===== config.mk =====
export PLATFORM = sky130hd
export DESIGN_NAME = comparator_with_bcs
export DESIGN_NICKNAME = d
export VERILOG_FILES = /design/src/rtl/comparator_with_bcs.sv
export SDC_FILE = /design/constraint.sdc
export NUM_CORES = 1
export LEC_CHECK = 0
export ABC_CLOCK_PERIOD_IN_PS = 890
export BUFFER_PORTS_ARGS = -buffer_cell sky130_fd_sc_hd__clkbuf_2
export CORE_AREA = 3 3 40 42
export CTS_BUF_LIST = sky130_fd_sc_hd__clkbuf_8
export CTS_CLUSTER_SIZE = 8
export DETAILED_ROUTE_END_ITERATION = 8
export DIE_AREA = 0 0 43 45
export GPL_TIMING_DRIVEN = 0
export PLACE_DENSITY = 0.44
export RECOVER_POWER = 25
export SYNTH_ARGS = -nofsm -noshare
export SYNTH_HDL_FRONTEND = slang
export SYNTH_SLANG_ARGS = --single-unit

===== constraint.sdc =====
create_clock -name clk -period 0.89 [get_ports clk]
set_input_delay 0 -clock clk [delete_from_list [all_inputs] [get_ports clk]]
set_output_delay 0 -clock clk [all_outputs]
set_load 0.02 [all_outputs]

===== src/rtl/comparator_with_bcs.sv =====
// comparator_with_bcs: registered unsigned A==B / A<B flags from an MSB-first slice chain
module comparator_with_bcs #(
    parameter int N             = 8,
    parameter bit TWO_BIT_SLICE = 1'b0
) (
    input  logic         clk,
    input  logic         rst_n,
    input  logic [N-1:0] A,
    input  logic [N-1:0] B,
    output logic         EQ,
    output logic         LT
);
    logic eq_d, lt_d, eq_q, lt_q;

    generate
        if (TWO_BIT_SLICE) begin : g_tbcs
            localparam int M = (N + 1) / 2;
            logic [2*M-1:0] a_x, b_x;
            // zero-extend odd widths so every two-bit cell sees a full pair
            always_comb begin
                a_x = (2*M)'(A);
                b_x = (2*M)'(B);
            end
            // ripple of two-bit cells from the MSB pair down; lt uses the incoming eq
            always_comb begin
                eq_d = 1'b1;
                lt_d = 1'b0;
                for (int k = M - 1; k >= 0; k--) begin
                    lt_d = lt_d | (eq_d & (a_x[2*k +: 2] < b_x[2*k +: 2]));
                    eq_d = eq_d & (a_x[2*k +: 2] == b_x[2*k +: 2]);
                end
            end
        end else begin : g_bcs
            // ripple of one-bit cells from the MSB down; lt uses the incoming eq
            always_comb begin
                eq_d = 1'b1;
                lt_d = 1'b0;
                for (int k = N - 1; k >= 0; k--) begin
                    lt_d = lt_d | (eq_d & ~A[k] & B[k]);
                    eq_d = eq_d & ~(A[k] ^ B[k]);
                end
            end
        end
    endgenerate

    // output flags register the chain result; reset clears them asynchronously
    always_ff @(posedge clk or negedge rst_n) begin
        if (!rst_n) begin
            eq_q <= 1'b0;
            lt_q <= 1'b0;
        end else begin
            eq_q <= eq_d;
            lt_q <= lt_d;
        end
    end

    assign EQ = eq_q;
    assign LT = lt_q;
endmodule


==> flow_summary_export.csv, run 1 <==
group,metric,value,unit
drt,routed_wire_per_std_cell,8.15,um
timing,timing.fmax,1230,MHz
setup_path,critical_path_depth,5,
cts,clockRootBuffer,"sky130_fd_sc_hd__clkbuf_8",
setup_path,worstPathMaxFanout,2,
layout,num-nets-final,72,
yosys,main_combinational_cell_family_by_area_after_synthesis,"simple AND/OR/NAND/NOR gates",
yosys,syn_area_per_cell,8.80,sq um
setup_path,crit_chain,"clkbuf_2 > nor2b_1 > maj3_2 > a221oi_4 > nand2_1",
yosys,post_synth_mux_area_share,0,%
yosys,synth_fa_ha_area_share,18.3,%
drt,post_drt_via_cell_ratio,3.94,
setup_path,worstSetupStartpointType,"input port",
placed_design,routabilityCongestion,0.565,
timing,period_share,91.2,%
layout,multi_input_comb_area,210,sq um
power_and_ir_drop,power,0.610,mW
setup_path,worstSetupEndpointType,"flip-flop",
power_and_ir_drop,switching_share,22.3,%
timing,setup_ws_post_layout,0.0783,ns
cts,clkSinkCount,2,
drt,route.vias.total,260,
setup_path,worst_path_max_delay_cell,"sky130_fd_sc_hd__maj3_2",
grt,grt_max_degree,4,
layout,n_antenna_cell,0,
timing,tightestPinTransition,0.244,ns
die,start_util,19.2,%
die,die-width,43,um
die,placement_rows,13,
cts,clock_tree.buffer_depth,2,
cts,cts_inserted_buffers,3,
yosys,synth_seq_cells,2,
drt,drt_iter0_markers,0,
timing,finalHoldViolCount,0,
layout,mostFrequentLayoutCells,"sky130_fd_sc_hd__clkbuf_2, sky130_fd_sc_hd__nor2b_1, sky130_fd_sc_hd__inv_1",
die,die_area,0.00194,sq mm
setup_path,timing.critical_path.buf_inv,1,
yosys,post_synth_num_cell_types,14,
yosys,synth_seq_area_share,20.3,%
run_status,run_status,"completed",
job,cap_viol_max_count,0,
timing,drv_slew,0,
yosys,synth_compound_gate_area_share,9.14,%
drt,ant_nets,0,
die,pin_count,20,
cts,cts-htree-levels,1,
yosys,synthSimpleGateAreaFrac,28.4,%
power_and_ir_drop,power.share.combinational,26.9,%
grt,first_pass_grt_wire_length,869,um
layout,post-route-util,34.2,%
yosys,synth_xor_area_share,17.8,%
placed_design,detailed_place_hpwl,467,um
yosys,ys.warnings.count,0,
setup_path,critical_path.top_delay_family,"adder cells",
layout,ff_latch_area,50.0,sq um
setup_path,timing.critical_path.slowest_cell_delay,0.33,ns
placed_design,preCtsSetupSlack,-0.137,ns
power_and_ir_drop,power.clock.fraction,56.9,%
layout,final.fill_count,141,
yosys,synth_nets,47,
drt,drt-pass1-iter-count,1,
drt,wirelength,538,um
cts,clkSlewWorstSetupHoldPaths,0.03,ns
power_and_ir_drop,power.density_cell_area,1390,mW/mm^2
layout,final_common_cell,"sky130_fd_sc_hd__clkbuf_2",
power_and_ir_drop,vdd_drop_max,460,uV
placed_design,io_buffer_count,19,
die,chipHeight,45,um
yosys,mappedNetlistArea,246,sq um
layout,area_growth_syn_to_layout,78.2,%
timing,max-slew-margin-rel,83.6,%
grt,grt_remaining_overflow,0,
timing,report.final.setup_viol,0,
setup_path,cp.required,0.98,ns
layout,layout-drive-gt1-share,52.9,%
power_and_ir_drop,net-switching-power,0.136,mW
timing,finalCriticalPeriod,0.812,ns
power_and_ir_drop,total_leakage_power,0.213,nW
cts,postCtsSetupBuffers,0,
setup_path,critical_path_arrival,0.90,ns
hold_path,timing.hold.worst.class,"in -> async",
power_and_ir_drop,p_seq_share,16.2,%
grt,first_global_vias,261,
power_and_ir_drop,internal_power,0.474,mW
grt,grtUsageTotal,6.24,%
cts,tritoncts,"yes",
yosys,syn-instance-count,28,
timing,totalNegativeSetupSlack,0,ns
die,fp.coreArea,0.00128,sq mm
drt,drc_errors,0,
grt,grt_antenna_before_repair,0,
setup_path,timing.setup.critical_path_class,"in -> reg",
synth_stat cells (all sizes together):
master / count / area [sq um]
inv: 4 / 15.0
nand2: 2 / 7.51
nor2b: 6 / 37.5
a221oi: 1 / 15.0
and3: 1 / 6.26
xor2: 3 / 26.3
ha: 1 / 12.5
nor4: 2 / 18.8
maj3: 3 / 32.5
o211ai: 1 / 7.51
dfrtp: 2 / 50.1
xnor2: 2 / 17.5
cell families (layout without fill, tap and decap cells):
logic type / Yosys count / after routing
simple gates: 11 / 11
compound gates: 2 / 2
fa+ha+maj: 4 / 4
flops: 2 / 2
xor+xnor: 5 / 5
buf+inv: 4 / 27
sequential cells by signal, indices dropped and copies added (netlist names):
register	count
LT	1
EQ	1
layer usage:
| layer | vias up | routed length (um) | GRT usage [%] |
|---|---|---|---|
| met5 | - | 0 | 0 |
| met4 | 0 | 0 | 5.42 |
| met3 | 0 | 43 | 2.39 |
| met2 | 8 | 313 | 12.0 |
| met1 | 110 | 182 | 4.81 |
| li1 | 142 | - | - |
metrics by stage:
stage / cell area [sq um] / hold WS (ns) / instances
final: 439 / 0.114 / 66
after global routing: 439 / 0.124 / 66
after CTS: 412 / 0.114 / 66
after detailed placement: 360 / -0.212 / 62
after global placement: 360 / -0.213 / 62
after floorplan: 246 / -0.296 / 28
layout make-up:
type	count	area share [%]
clock buffers	3	9.40
inverters	4	3.42
multi-input cells	22	47.9
flip-flops and latches	2	11.4
well taps	15	4.27
repair buffers	20	23.6
final timing paths:
kind | start | end | slack [ns]
max in group asynchronous | rst_n | LT$_DFF_PN0_ | 0.65
min in group clk | B[1] | EQ$_DFF_PN0_ | 0.12
hold / removal | rst_n | EQ$_DFF_PN0_ | 0.11
setup / recovery | B[5] | LT$_DFF_PN0_ | 0.08
power groups by stage:
stage	Sequential, mW	Clock, mW	Combinational, mW
after global placement	0.0996	0	0.138
after global routing	0.0999	0.370	0.182
final	0.0990	0.347	0.164
after detailed placement	0.0999	0	0.138
after floorplan	0.108	0	0.0693
after CTS	0.0990	0.359	0.142
what timing repair did:
| action | CTS | global route |
|---|---|---|
| resized for setup | 0 | 3 |
| hold buffers | 1 | 0 |
| hold endpoints to repair | 2 | 0 |
| setup endpoints to repair | 0 | 1 |
Power figures use the tool's default switching activity.
==> inputs of run 2 (changes only) <==
Settings changed: GPL_ROUTABILITY_DRIVEN set to 0, PLACE_DENSITY 0.44 to 0.52.
==> run 2 against run 1 <==
Die area is the same; critical path depth increased by 1; utilization decreased by 2.2 points; final area down 6.6%; first-iteration DRC count stayed put; power down 2.8%; critical endpoint unchanged; fmax is 2.2% lower; worst hold slack got worse by 0.011 ns; clock power rose by 2%; final cell count unchanged; non-clock buffer count did not move; largest cell class unchanged.
==> flow_summary_export.csv, run 2 (synthesis gave the netlist of run 1 again) <==
group,metric,value,unit
die,placement_rows,13,
drt,drt-pass1-iter-count,1,
setup_path,timing.setup.critical_path_class,"in -> reg",
timing,setup_repair_after_global_routing_missed_its_margin,"false",
setup_path,crit_chain,"clkbuf_2 > inv_1 > ha_1 > and3_1 > a221oi_2 > nand2_1",
power_and_ir_drop,power.share.combinational,23.7,%
cts,ctsResizeCount,0,
grt,first_global_vias,247,
power_and_ir_drop,switching_share,22.5,%
die,die-width,43,um
grt,globalRouteMet2Util,10.2,%
layout,area_growth_syn_to_layout,66.5,%
grt,grtUsageTotal,6.65,%
run_status,run_status,"completed",
layout,final_common_cell,"sky130_fd_sc_hd__clkbuf_2",
timing,tightestPinTransition,0.262,ns
grt,first_pass_grt_wire_length,910,um
cts,clock_tree.buffer_depth,2,
cts,tritoncts,"yes",
timing,timing.fmax,1200,MHz
layout,post-route-util,31.9,%
timing,report.final.setup_viol,0,
layout,num-nets-final,72,
job,cap_viol_max_count,0,
setup_path,setup.worst_path.start,"A[7]",
die,start_util,19.2,%
cts,clkSlewWorstSetupHoldPaths,0.03,ns
power_and_ir_drop,internal_power,0.460,mW
cts,clkSinkCount,2,
grt,grt_max_degree,4,
power_and_ir_drop,total_leakage_power,0.213,nW
drt,wirelength,556,um
layout,mostFrequentLayoutCells,"sky130_fd_sc_hd__clkbuf_2, sky130_fd_sc_hd__nor2b_1, sky130_fd_sc_hd__inv_1",
hold_path,timing.hold.worst.class,"in -> async",
grt,top_usage_layer,"met2",
grt,grt_util_met1,6.24,%
grt,gr_util_met3,4.38,%
drt,route.vias.total,258,
timing,period_share,93.3,%
die,pin_count,20,
cts,holdBufCountCts,1,
cts,clockRootBuffer,"sky130_fd_sc_hd__clkbuf_8",
power_and_ir_drop,power.clock.fraction,59.6,%
timing,finalHoldViolCount,0,
timing,finalCriticalPeriod,0.830,ns
drt,drc_errors,0,
power_and_ir_drop,power.density_cell_area,1450,mW/mm^2
cts,postCtsSetupBuffers,0,
drt,ant_nets,0,
die,chipHeight,45,um
drt,routed_wire_per_std_cell,8.42,um
layout,finish.instance_area,410,sq um
timing,drv_slew,0,
layout,ff_latch_area,50.0,sq um
setup_path,critical_path_arrival,0.92,ns
power_and_ir_drop,net-switching-power,0.134,mW
layout,multi_input_comb_area,181,sq um
die,die_area,0.00194,sq mm
placed_design,detailed_place_hpwl,488,um
grt,grt_remaining_overflow,0,
power_and_ir_drop,vdd_drop_max,289,uV
power_and_ir_drop,p_seq_share,16.7,%
setup_path,cp.required,0.98,ns
cts,cts_inserted_buffers,3,
die,fp.coreArea,0.00128,sq mm
cts,cts-htree-levels,1,
layout,final.fill_count,144,
setup_path,worstPathMaxFanout,3,
setup_path,endpoint_of_the_worst_setup_timing_path,"LT$_DFF_PN0_",
drt,drt_iter0_markers,0,
setup_path,worstSetupEndpointType,"flip-flop",
drt,post_drt_via_cell_ratio,3.91,
setup_path,worstSetupStartpointType,"input port",
grt,grt_antenna_before_repair,0,
setup_path,worst_path_max_delay_cell,"sky130_fd_sc_hd__ha_1",
placed_design,io_buffer_count,19,
placed_design,postPlaceCellArea,360,sq um
timing,max-slew-margin-rel,82.4,%
layout,layout-drive-gt1-share,49.0,%
power_and_ir_drop,power,0.593,mW
setup_path,timing.critical_path.slowest_cell_delay,0.31,ns
layout,n_antenna_cell,0,
-- run 2: metal layers --
metal | routed length, um | share of wire [%]
met5 | 0 | 0
met4 | 8 | 1.4
met3 | 69 | 12
met1 | 196 | 35
met2 | 282 | 51
-- run 2: critical path: cells and delay by family --
kind,cells,cell delay [ns]
AOI/OAI and AO/OA,1,0.22
buffers and inverters,2,0.11
and+or+nand+nor,2,0.27
adders and majority gates,1,0.31
-- run 2: worst min path at each step --
stage,startpoint,to,slack [ns]
after detailed placement,rst_n,LT$_DFF_PN0_,-0.21
after global routing,rst_n,LT$_DFF_PN0_,0.12
after global placement,rst_n,LT$_DFF_PN0_,-0.21
after CTS,rst_n,EQ$_DFF_PN0_,0.11
final,rst_n,LT$_DFF_PN0_,0.10
after floorplan,rst_n,EQ$_DFF_PN0_,-0.30
-- run 2: final cells by class --
type	count	area share, %
well taps	15	4.57
clock buffers	3	10.1
repair buffers	20	25.3
inverters	4	3.66
flip-flops and latches	2	12.2
multi-input cells	22	44.2
-- run 2: power by group through the flow --
stage	clock network [mW]	logic, mW	registers [mW]
6_report	0.354	0.141	0.0989
3_5_place_dp	0	0.140	0.0999
5_1_grt	0.372	0.158	0.0998
3_3_place_gp	0	0.138	0.0998
2_1_floorplan	0	0.0693	0.108
4_1_cts	0.362	0.144	0.0990
-- run 2: through the flow --
| step | hold WS [ns] | setup WS (ns) | instances | setup TNS [ns] |
|---|---|---|---|---|
| final | 0.103 | 0.0600 | 66 | 0 |
| after global placement | -0.214 | -0.134 | 62 | -0.184 |
| after CTS | 0.106 | 0.0708 | 66 | 0 |
| after floorplan | -0.296 | 0.0117 | 28 | 0 |
| after detailed placement | -0.213 | -0.133 | 62 | -0.197 |
| after global routing | 0.118 | 0.00193 | 66 | 0 |
